[src/rtl/delta_neuron_pkg.sv]
// NeuronPkg: width helpers and FSM encodings shared by the forward and
// backward neuron blocks.
package NeuronPkg;

    typedef enum logic [1:0] {
        IDLE = 2'd0,
        ACC  = 2'd1,
        OUT  = 2'd2
    } NeuronState;

    // Full-precision accumulator: product width plus growth for nc terms.
    function automatic int accWidth(input int wd, input int nc);
        return 2 * wd + $clog2(nc);
    endfunction

    function automatic int cntWidth(input int nc);
        return $clog2(nc);
    endfunction

endpackage

[src/rtl/delta_neuron_mac.sv]
// DeltaMac: signed multiply-accumulate with synchronous clear and enable.
module DeltaMac #(
    parameter int WD = 4,
    parameter int AW = 11
) (
    input  logic                 iCLK,
    input  logic                 iRST,
    input  logic                 iClr,
    input  logic                 iEn,
    input  logic signed [WD-1:0] iDelta,
    input  logic signed [WD-1:0] iWeight,
    output logic signed [AW-1:0] oAcc
);

    logic signed [2*WD-1:0] prod;
    logic signed [AW-1:0]   prodExt;

    // Both operands sign-extended to full product width before multiplying.
    assign prod    = $signed({{WD{iDelta[WD-1]}}, iDelta}) * $signed({{WD{iWeight[WD-1]}}, iWeight});
    assign prodExt = $signed({{(AW-2*WD){prod[2*WD-1]}}, prod});

    always_ff @(posedge iCLK or posedge iRST) begin
        if (iRST) begin
            oAcc <= '0;
        end else if (iClr) begin
            oAcc <= '0;
        end else if (iEn) begin
            oAcc <= oAcc + prodExt;
        end
    end

endmodule

[src/rtl/delta_neuron.sv]
// delta_neuron: back-propagates NC child deltas through their weights, one MAC per cycle.
// Optional macro DELTA_NEURON_SAT_EN selects saturating output reduction instead of wrap.
module delta_neuron
    import NeuronPkg::*;
#(
    parameter string HIDDEN = "yes",
    parameter int    NC     = 8,
    parameter int    WD     = 4
) (
    input  logic                 iCLK,
    input  logic                 iRST,
    input  logic                 iValid_BS,
    output logic                 oReady_BS,
    input  logic [NC*WD-1:0]     iDelta_BS,
    input  logic                 iDeriv_BS,
    input  logic [NC*WD-1:0]     iWeight,
    output logic                 oValid_AS,
    input  logic                 iReady_AS,
    output logic signed [WD-1:0] oDelta_AS
);

    localparam int AW = accWidth(WD, NC);
    localparam int CW = cntWidth(NC);

    NeuronState state, nextState;

    logic [CW-1:0]        laneCnt;
    logic [NC*WD-1:0]     deltaReg, weightReg;
    logic                 derivReg;
    logic                 accept, lastLane, handshake, macEn;
    logic signed [WD-1:0] laneDelta, laneWeight, result;
    logic signed [AW-1:0] acc;

    function automatic logic signed [WD-1:0] reduceAcc(input logic signed [AW-1:0] a);
        logic signed [AW-1:0] shifted;
        shifted = a >>> (WD - 1);
`ifdef DELTA_NEURON_SAT_EN
        if (shifted[AW-1:WD-1] == {(AW-WD+1){shifted[AW-1]}}) begin
            return shifted[WD-1:0];
        end else if (shifted[AW-1]) begin
            return {1'b1, {(WD-1){1'b0}}};
        end else begin
            return {1'b0, {(WD-1){1'b1}}};
        end
`else
        return shifted[WD-1:0];
`endif
    endfunction

    assign accept    = (state == IDLE) && iValid_BS && oReady_BS;
    assign lastLane  = (laneCnt == CW'(NC - 1));
    assign handshake = oValid_AS && iReady_AS;
    assign macEn     = (state == ACC);

    always_ff @(posedge iCLK or posedge iRST) begin
        if (iRST) begin
            state <= IDLE;
        end else begin
            state <= nextState;
        end
    end

    always_comb begin
        nextState = state;
        case (state)
            IDLE:    if (accept)    nextState = ACC;
            ACC:     if (lastLane)  nextState = OUT;
            OUT:     if (handshake) nextState = IDLE;
            default: nextState = IDLE;
        endcase
    end

    // Capture stage: operands frozen for the whole accumulation.
    always_ff @(posedge iCLK) begin
        if (accept) begin
            deltaReg  <= iDelta_BS;
            weightReg <= iWeight;
            derivReg  <= iDeriv_BS;
        end
    end

    assign laneDelta  = deltaReg[laneCnt*WD +: WD];
    assign laneWeight = weightReg[laneCnt*WD +: WD];

    // Accumulate stage: lane laneCnt is added on each ACC cycle.
    DeltaMac #(
        .WD(WD),
        .AW(AW)
    ) uMac (
        .iCLK   (iCLK),
        .iRST   (iRST),
        .iClr   (accept),
        .iEn    (macEn),
        .iDelta (laneDelta),
        .iWeight(laneWeight),
        .oAcc   (acc)
    );

    // Output stage: the finished accumulator is reduced one cycle after the last lane.
    assign result = ((HIDDEN == "yes") && !derivReg) ? '0 : reduceAcc(acc);

    always_ff @(posedge iCLK or posedge iRST) begin
        if (iRST) begin
            laneCnt   <= '0;
            oReady_BS <= 1'b0;
            oValid_AS <= 1'b0;
            oDelta_AS <= '0;
        end else begin
            oReady_BS <= (nextState == IDLE);
            if (accept) begin
                laneCnt <= '0;
            end else if (state == ACC) begin
                laneCnt <= lastLane ? '0 : laneCnt + 1'b1;
            end
            if ((state == OUT) && !oValid_AS) begin
                oValid_AS <= 1'b1;
                oDelta_AS <= result;
            end else if (handshake) begin
                oValid_AS <= 1'b0;
            end
        end
    end

endmodule

[config.mk]
export PLATFORM = sky130hd
export DESIGN_NAME = delta_neuron
export DESIGN_NICKNAME = d
export VERILOG_FILES = /design/src/rtl/delta_neuron_pkg.sv /design/src/rtl/delta_neuron_mac.sv /design/src/rtl/delta_neuron.sv
export SDC_FILE = /design/constraint.sdc
export NUM_CORES = 1
export LEC_CHECK = 0
export CORE_UTILIZATION = 45
export DETAILED_ROUTE_END_ITERATION = 7
export PLACE_DENSITY_LB_ADDON = 0.08
export SETUP_SLACK_MARGIN = 0.5
export SYNTH_ARGS = -nofsm -noshare
export SYNTH_HDL_FRONTEND = slang
export SYNTH_SLANG_ARGS = --single-unit
[constraint.sdc]
create_clock -name iCLK -period 4.2 [get_ports iCLK]
set_clock_uncertainty 0.05 [all_clocks]
set_input_delay 1.26 -clock iCLK [delete_from_list [all_inputs] [get_ports iCLK]]
set_output_delay 1.26 -clock iCLK [all_outputs]
set_load 0.02 [all_outputs]
==> results of run 1 <==
## metal layers
| metal | up-vias | share of wire | GRT usage |
|---|---|---|---|
| met5 | - | 0 | 0 |
| met4 | 0 | 0.028 | 0.09470 |
| met1 | 1095 | 0.45 | 0.2335 |
| met2 | 57 | 0.48 | 0.2590 |
| li1 | 1080 | - | - |
| met3 | 13 | 0.041 | 0.03429 |
## worst min-delay path by stage
stage	startpoint	endpoint	slack, ns	cells past startpoint
final	oDelta_AS[1]$_DFFE_PP0P_	oDelta_AS[1]$_DFFE_PP0P_	0.44	2
after global routing	oDelta_AS[2]$_DFFE_PP0P_	oDelta_AS[2]$_DFFE_PP0P_	0.48	2
after CTS	oDelta_AS[1]$_DFFE_PP0P_	oDelta_AS[1]$_DFFE_PP0P_	0.44	2
after detailed placement	oDelta_AS[1]$_DFFE_PP0P_	oDelta_AS[1]$_DFFE_PP0P_	0.42	2
after global placement	oDelta_AS[2]$_DFFE_PP0P_	oDelta_AS[2]$_DFFE_PP0P_	0.42	2
after floorplan	uMac.oAcc[6]$_DFFE_PP0P_	uMac.oAcc[6]$_DFFE_PP0P_	0.44	2
## logic make-up (layout without fill, tap and decap cells)
family	after synthesis	after routing	share of synthesized area
xor gates and xnor gates	9	9	0.02410
muxes	25	25	0.1272
and+or+nand+nor	46	46	0.05173
buffers and inverters	36	138	0.03824
adders and majority gates	27	27	0.1099
DFF	83	83	0.6170
AOI/OAI and AO/OA	22	22	0.03181
## sequential cells by signal, summed over array words and instances, names as in the netlist, 2 cells and up
register   flops
uMac.oAcc      7
laneCnt        3
weightReg     32
state          2
deltaReg      32
oDelta_AS      4
## cells in the final DEF (no fill, tap or decap), types with 3 or more instances in the layout
cell             synthesis  layout
buf_12                   0       4
nor2_1                  12      11
buf_6                    1       3
a21o_1                   3       3
ha_1                    15      12
mux2i_4                  3       5
o21ai_0                 10      10
clkdlybuf4s50_1          0      74
fa_1                    12      11
nand2b_1                 3       3
inv_1                   27      25
buf_4                    1      13
clkbuf_8                 0       9
nand2_1                 23      23
edfxtp_1                65      65
o22ai_1                  3       3
xnor2_1                  6       5
dfrtp_1                 18      17
mux4_2                  15      16
## through the flow
stage / setup TNS, ns / utilization
floorplan: 0 / -
global placement: 0 / 0.5874
detailed placement: -0.02200 / 0.5874
CTS: 0 / 0.6255
global route: -0.2898 / 0.6323
finish: 0 / 0.6323
## area by class of cell
class                           count  area, um2
Clock buffer                        9      123.9
Clock inverter                      7      75.07
Fill cell                         622       3052
Inverter                           27      101.3
Multi-Input combinational cell    129       1433
Sequential cell                    83       2404
Tap cell                          105      131.4
Timing Repair Buffer               95      979.7
## critical path, cell delays in order (launching register included)
cell     delay, ns
dfrtp_2       0.42
buf_12        0.12
buf_16        0.12
mux4_2        0.53
mux2i_4       0.22
nor2_1        0.12
buf_4         0.15
ha_1          0.29
fa_1          0.53
inv_1         0.05
fa_1          0.49
inv_2         0.05
ha_4          0.24
a21o_1        0.17
a21oi_2       0.17
xnor2_2       0.14
xnor2_1       0.13
o21ai_1       0.07
## what timing repair did
item                                    CTS  global route
endpoints found under the setup margin    4             4
gates cloned                              1             0
resized for setup                         9             5
pin swaps                                 4             2
setup buffers                             8             2
==> results.toml, run 1 <==
[floorplanning]
initial_core_util = 0.4692
dieArea_mm2 = 0.009029
ios = 75
die_w_um = 95.02
placementRows = 33
die_h_um = 95.02
core_area_mm2 = 0.008299

[critical_path]
crit_arrival_ns = 4.36
rr_endpoint = "uMac.oAcc[6]$_DFFE_PP0P_"
cp.required_ns = 4.37
r2r_cells = 17
cp_max_fo = 8
crit_type = "reg2reg"
cp-end-kind = "flop"
endpoint = "uMac.oAcc[6]$_DFFE_PP0P_"
worstReg2RegStart = "laneCnt[0]$_DFFE_PP0P_"
reg2reg_slack_ns = 0.01
crit_path_start_kind = "flop"
crit_start = "laneCnt[0]$_DFFE_PP0P_"

[sta]
relSlewSlack = 0.5311
holdWs_ns = 0.4398
setup_viol = 0
min_period_ns = 4.188
max_freq_ghz = 0.2388
period_share = 0.9971
worst_pin_slew_ns = 0.7026
setup_slack_ns = 0.01213
finalHoldViolations = 0
slew_viol_final = 0
rsz0062_at_grt = "yes"

[yosys]
synth_cells = 248
syn_area_mm2 = 0.003894
synth_common_cells = "edfxtp_1, inv_1, nand2_1, dfrtp_1"
ys_seq_area_frac = 0.6170
avgSynthCellArea_um2 = 15.70
ys_async_sr_fraction = 0.2169
ys_warn_count = 0
yosysTopAreaCellShare = 0.5013
synth_cell_types = 30
ys_seq_elements = 83
syn_nets = 344
synthFlopType = "edfxtp_1"
synth_edf_count = 65
synthTopCellsByArea = "edfxtp_1, dfrtp_1, mux4_2"
synth.most_common_cell = "edfxtp_1"
yosysTopAreaCell = "edfxtp_1"

[global_route]
grt_pass1_wl_mm = 11.04
antenna_found_initial = 0
grt_max_degree = 78
grt_pass1_vias = 2256
grt-ovfl-total = 0
grt_use_total = 0.1714

[clocking]
holdBufCountCts = 0
ctsLongestPathBuffers = 2
clkSlewWorstSetupHoldPaths_ns = 0.10
cts_tree = "done"
cts-buffers-inserted = 9
cts_max_level = 3
cts-root-buf = "clkbuf_8"
worstSkewPairLatency_ns = 0.36
cts_sinks = 83

[final_layout]
final_area_mm2 = 0.005248
antennaDiodeCount = 0
final_cells = 455
area_growth_pct = 34.77
drive_gt1_frac = 0.2057
nNetsFinal = 441

[placement]
io_buffers = 74
dp_hpwl_mm = 4.814
gp_congestion = 0.7694
place_inst = 428
place_area_mm2 = 0.004875
place_ws_ns = -0.02200

[drt]
vias = 2245
wl_per_cell_um = 15.49
via_per_inst = 4.934
dr.pass1.iters = 4
drt-total-wl_mm = 7.046
antenna_left = 0
drc = 0
drtIter0Drc = 80

[hold_path]
hp-class = "reg2reg"

[outcome]
status = "finished, final reports clean"

[flow_run]
max-cap-violations = 0
Power of run 1 is left out: the tool's default activity adds up to more than one toggle a clock period on the data nets, which glitch-free logic cannot reach.
==> run 2, diff against run 1 <==
--- a/config.mk
+++ b/config.mk
@@ -7,6 +7,7 @@
 export LEC_CHECK = 0
 export CORE_UTILIZATION = 45
 export DETAILED_ROUTE_END_ITERATION = 7
+export HOLD_SLACK_MARGIN = 0.12
 export PLACE_DENSITY_LB_ADDON = 0.08
 export SETUP_SLACK_MARGIN = 0.5
 export SYNTH_ARGS = -nofsm -noshare
==> results of run 2 <==
The final DEF is identical to that of run 1; final timing and power are the same.
Power of run 2 is left out for the same reason.
==> run 3, diff against run 2 <==
--- a/config.mk
+++ b/config.mk
@@ -5,8 +5,12 @@
 export SDC_FILE = /design/constraint.sdc
 export NUM_CORES = 1
 export LEC_CHECK = 0
-export CORE_UTILIZATION = 45
+export ABC_AREA = 1
+export CELL_PAD_IN_SITES_DETAIL_PLACEMENT = 1
+export CELL_PAD_IN_SITES_GLOBAL_PLACEMENT = 2
+export CORE_UTILIZATION = 36
 export DETAILED_ROUTE_END_ITERATION = 7
+export DONT_BUFFER_PORTS = 1
 export HOLD_SLACK_MARGIN = 0.12
 export PLACE_DENSITY_LB_ADDON = 0.08
 export SETUP_SLACK_MARGIN = 0.5
==> results.toml, run 3 <==
[clocking]
cts_tree = "done"
cts_max_level = 3
cts-root-buf = "clkbuf_16"
holdBufCountCts = 0
ctsLongestPathBuffers = 2
clkSlewWorstSetupHoldPaths_ns = 0.06
cts_sinks = 83
cts-buffers-inserted = 9
worstSkewPairLatency_ns = 0.34

[final_layout]
fill_cells = 1282
antennaDiodeCount = 0
area_growth_pct = 19.35
final_cells = 591
nNetsFinal = 539
drive_gt1_frac = 0.1875
top_regs = "deltaReg: 32 flops, weightReg: 32 flops, uMac.oAcc: 7 flops"
final_cell_mix = "nand2_1, inv_1, edfxtp_1"
final_area_mm2 = 0.005047
final_common_cell = "nand2_1"

[critical_path]
cp_num_cells = 28
cp_common_cell = "nand2_1"
path_delay_family = "adder cells"
crit_path_start_kind = "flop"
r2r_cells = 28
crit_arrival_ns = 4.56
crit_type = "reg2reg"
worstReg2RegStart = "laneCnt[0]$_DFFE_PP0P_"
path_buf_inv = 6
cp-end-kind = "flop"
cp.required_ns = 4.38
slowest_stage = "fa_1"
crit_start = "laneCnt[0]$_DFFE_PP0P_"
slowest_delay_ns = 0.54
cp_max_fo = 5

[drt]
drt-total-wl_mm = 9.870
drc = 0
wl_per_cell_um = 16.70
antenna_left = 0
vias = 2844
via_per_inst = 4.812
drtIter0Drc = 88
dr.pass1.iters = 4

[hold_path]
worstHoldStart = "uMac.oAcc[0]$_DFFE_PP0P_"
hp-class = "reg2reg"
holdPathStages = 1

[floorplanning]
placementRows = 39
ios = 75
dieArea_mm2 = 0.01218
die_h_um = 110.4
initial_core_util = 0.3704
core_area_mm2 = 0.01142
die_w_um = 110.4

[placement]
gp_congestion = 0.7269
place_ws_ns = -0.1216
io_buffers = 0
place_area_mm2 = 0.004441
dp_hpwl_mm = 6.506
place_inst = 560

[sta]
slew_viol_final = 0
min_period_ns = 4.380
max_freq_ghz = 0.2283
holdWs_ns = 0.4624
relSlewSlack = 0.3736
worst_pin_slew_ns = 0.9382
finalHoldViolations = 0
setup_viol = 1
setup_slack_ns = -0.1801
rsz0062_at_grt = "yes"
period_share = 1.043

[yosys]
synth_cells = 416
synth_edf_count = 65
synth_common_cells = "nand2_1, inv_1, edfxtp_1, nor2_1, nand3_1"
ys_async_sr_fraction = 0.2169
syn_nets = 512
yosysTopAreaCell = "edfxtp_1"
ys_seq_area_frac = 0.5680
ys_warn_count = 0
synthFlopType = "edfxtp_1"
syn_area_mm2 = 0.004229
yosysTopAreaCellShare = 0.4615
synth.most_common_cell = "nand2_1"
ys_seq_elements = 83
avgSynthCellArea_um2 = 10.17
synthTopCellsByArea = "edfxtp_1, dfrtp_1, nand2_1"
synth_cell_types = 29

[flow_run]
max-cap-violations = 0

[global_route]
grt_pass1_wl_mm = 14.14
grt_use_total = 0.1606
grt_max_degree = 42
grt_pass1_vias = 2889
antenna_found_initial = 0
grt-ovfl-total = 0

[outcome]
status = "finished with violations"
violations = "negative setup slack"
run 3: cell count changes in the layout (fill, tap and decap cells not counted), sizes merged, moves of 16 or more:
cell / previous run / this run
inv: 29 / 84
nand2: 23 / 100
nor2: 12 / 37
clkdlybuf4s50: 74 / 0
mux4: 16 / 0
nand3: 0 / 27
run 3: cell type report:
| type | instances | area, um2 | share of cell area |
|---|---|---|---|
| clock buffer | 11 | 232.7 | 0.04611 |
| clock inverter | 5 | 86.33 | 0.01710 |
| inverter | 84 | 332.8 | 0.06594 |
| multi-input combinational | 237 | 1486 | 0.2945 |
| sequential | 83 | 2406 | 0.4767 |
| tap | 143 | 178.9 | 0.03545 |
| timing repair buffer | 27 | 307.8 | 0.06098 |
| timing repair inverter | 1 | 16.27 | 0.003223 |
run 3: worst paths after layout:
path	end	slack (ns)
worst min register to register	uMac.oAcc[0]$_DFFE_PP0P_	0.46
max in group asynchronous	laneCnt[0]$_DFFE_PP0P_	2.67
worst min-delay path	uMac.oAcc[0]$_DFFE_PP0P_	0.46
worst max register to register	uMac.oAcc[6]$_DFFE_PP0P_	-0.18
min in group asynchronous	laneCnt[2]$_DFFE_PP0P_	0.88
worst max-delay path	uMac.oAcc[6]$_DFFE_PP0P_	-0.18
run 3: what timing repair did:
item	4_1_cts	5_1_grt
setup endpoints to repair	3	4
cloned	0	7
resized for setup	6	29
pin swaps	0	15
setup buffers	0	8
run 3: metal layers:
| layer | part of all wire | GRT usage | vias to the layer above |
|---|---|---|---|
| met3 | 0.060 | 0.04468 | 13 |
| met4 | 0.022 | 0.06861 | 0 |
| met5 | 0 | 0 | - |
| met1 | 0.43 | 0.1832 | 1381 |
| li1 | - | - | 1381 |
| met2 | 0.49 | 0.2808 | 69 |
run 3: kinds of logic after synthesis:
group	Yosys count	synth area share
AND/OR/NAND/NOR	168	0.1683
adder cells (fa/ha/maj)	27	0.1012
buffers and inverters	96	0.1033
XOR/XNOR	3	0.006214
flip-flops	83	0.5680
AO/OA/AOI/OAI	39	0.05296
run 3: stage by stage:
stage | TNS (ns) | util
2_1_floorplan | 0 | -
3_3_place_gp | 0 | 0.3889
3_5_place_dp | -0.1216 | 0.3889
4_1_cts | -0.07310 | 0.4183
5_1_grt | -0.5070 | 0.4420
6_report | -0.1801 | 0.4420
run 3: worst register-to-register path, delay by kind of cell, from the launching register on:
kind	cells	cell delay, ns
adders and majority gates	4	1.95
buffers and inverters	6	0.50
DFF	1	0.49
and+or+nand+nor	18	1.29
Power of run 3 is left out for the same reason.
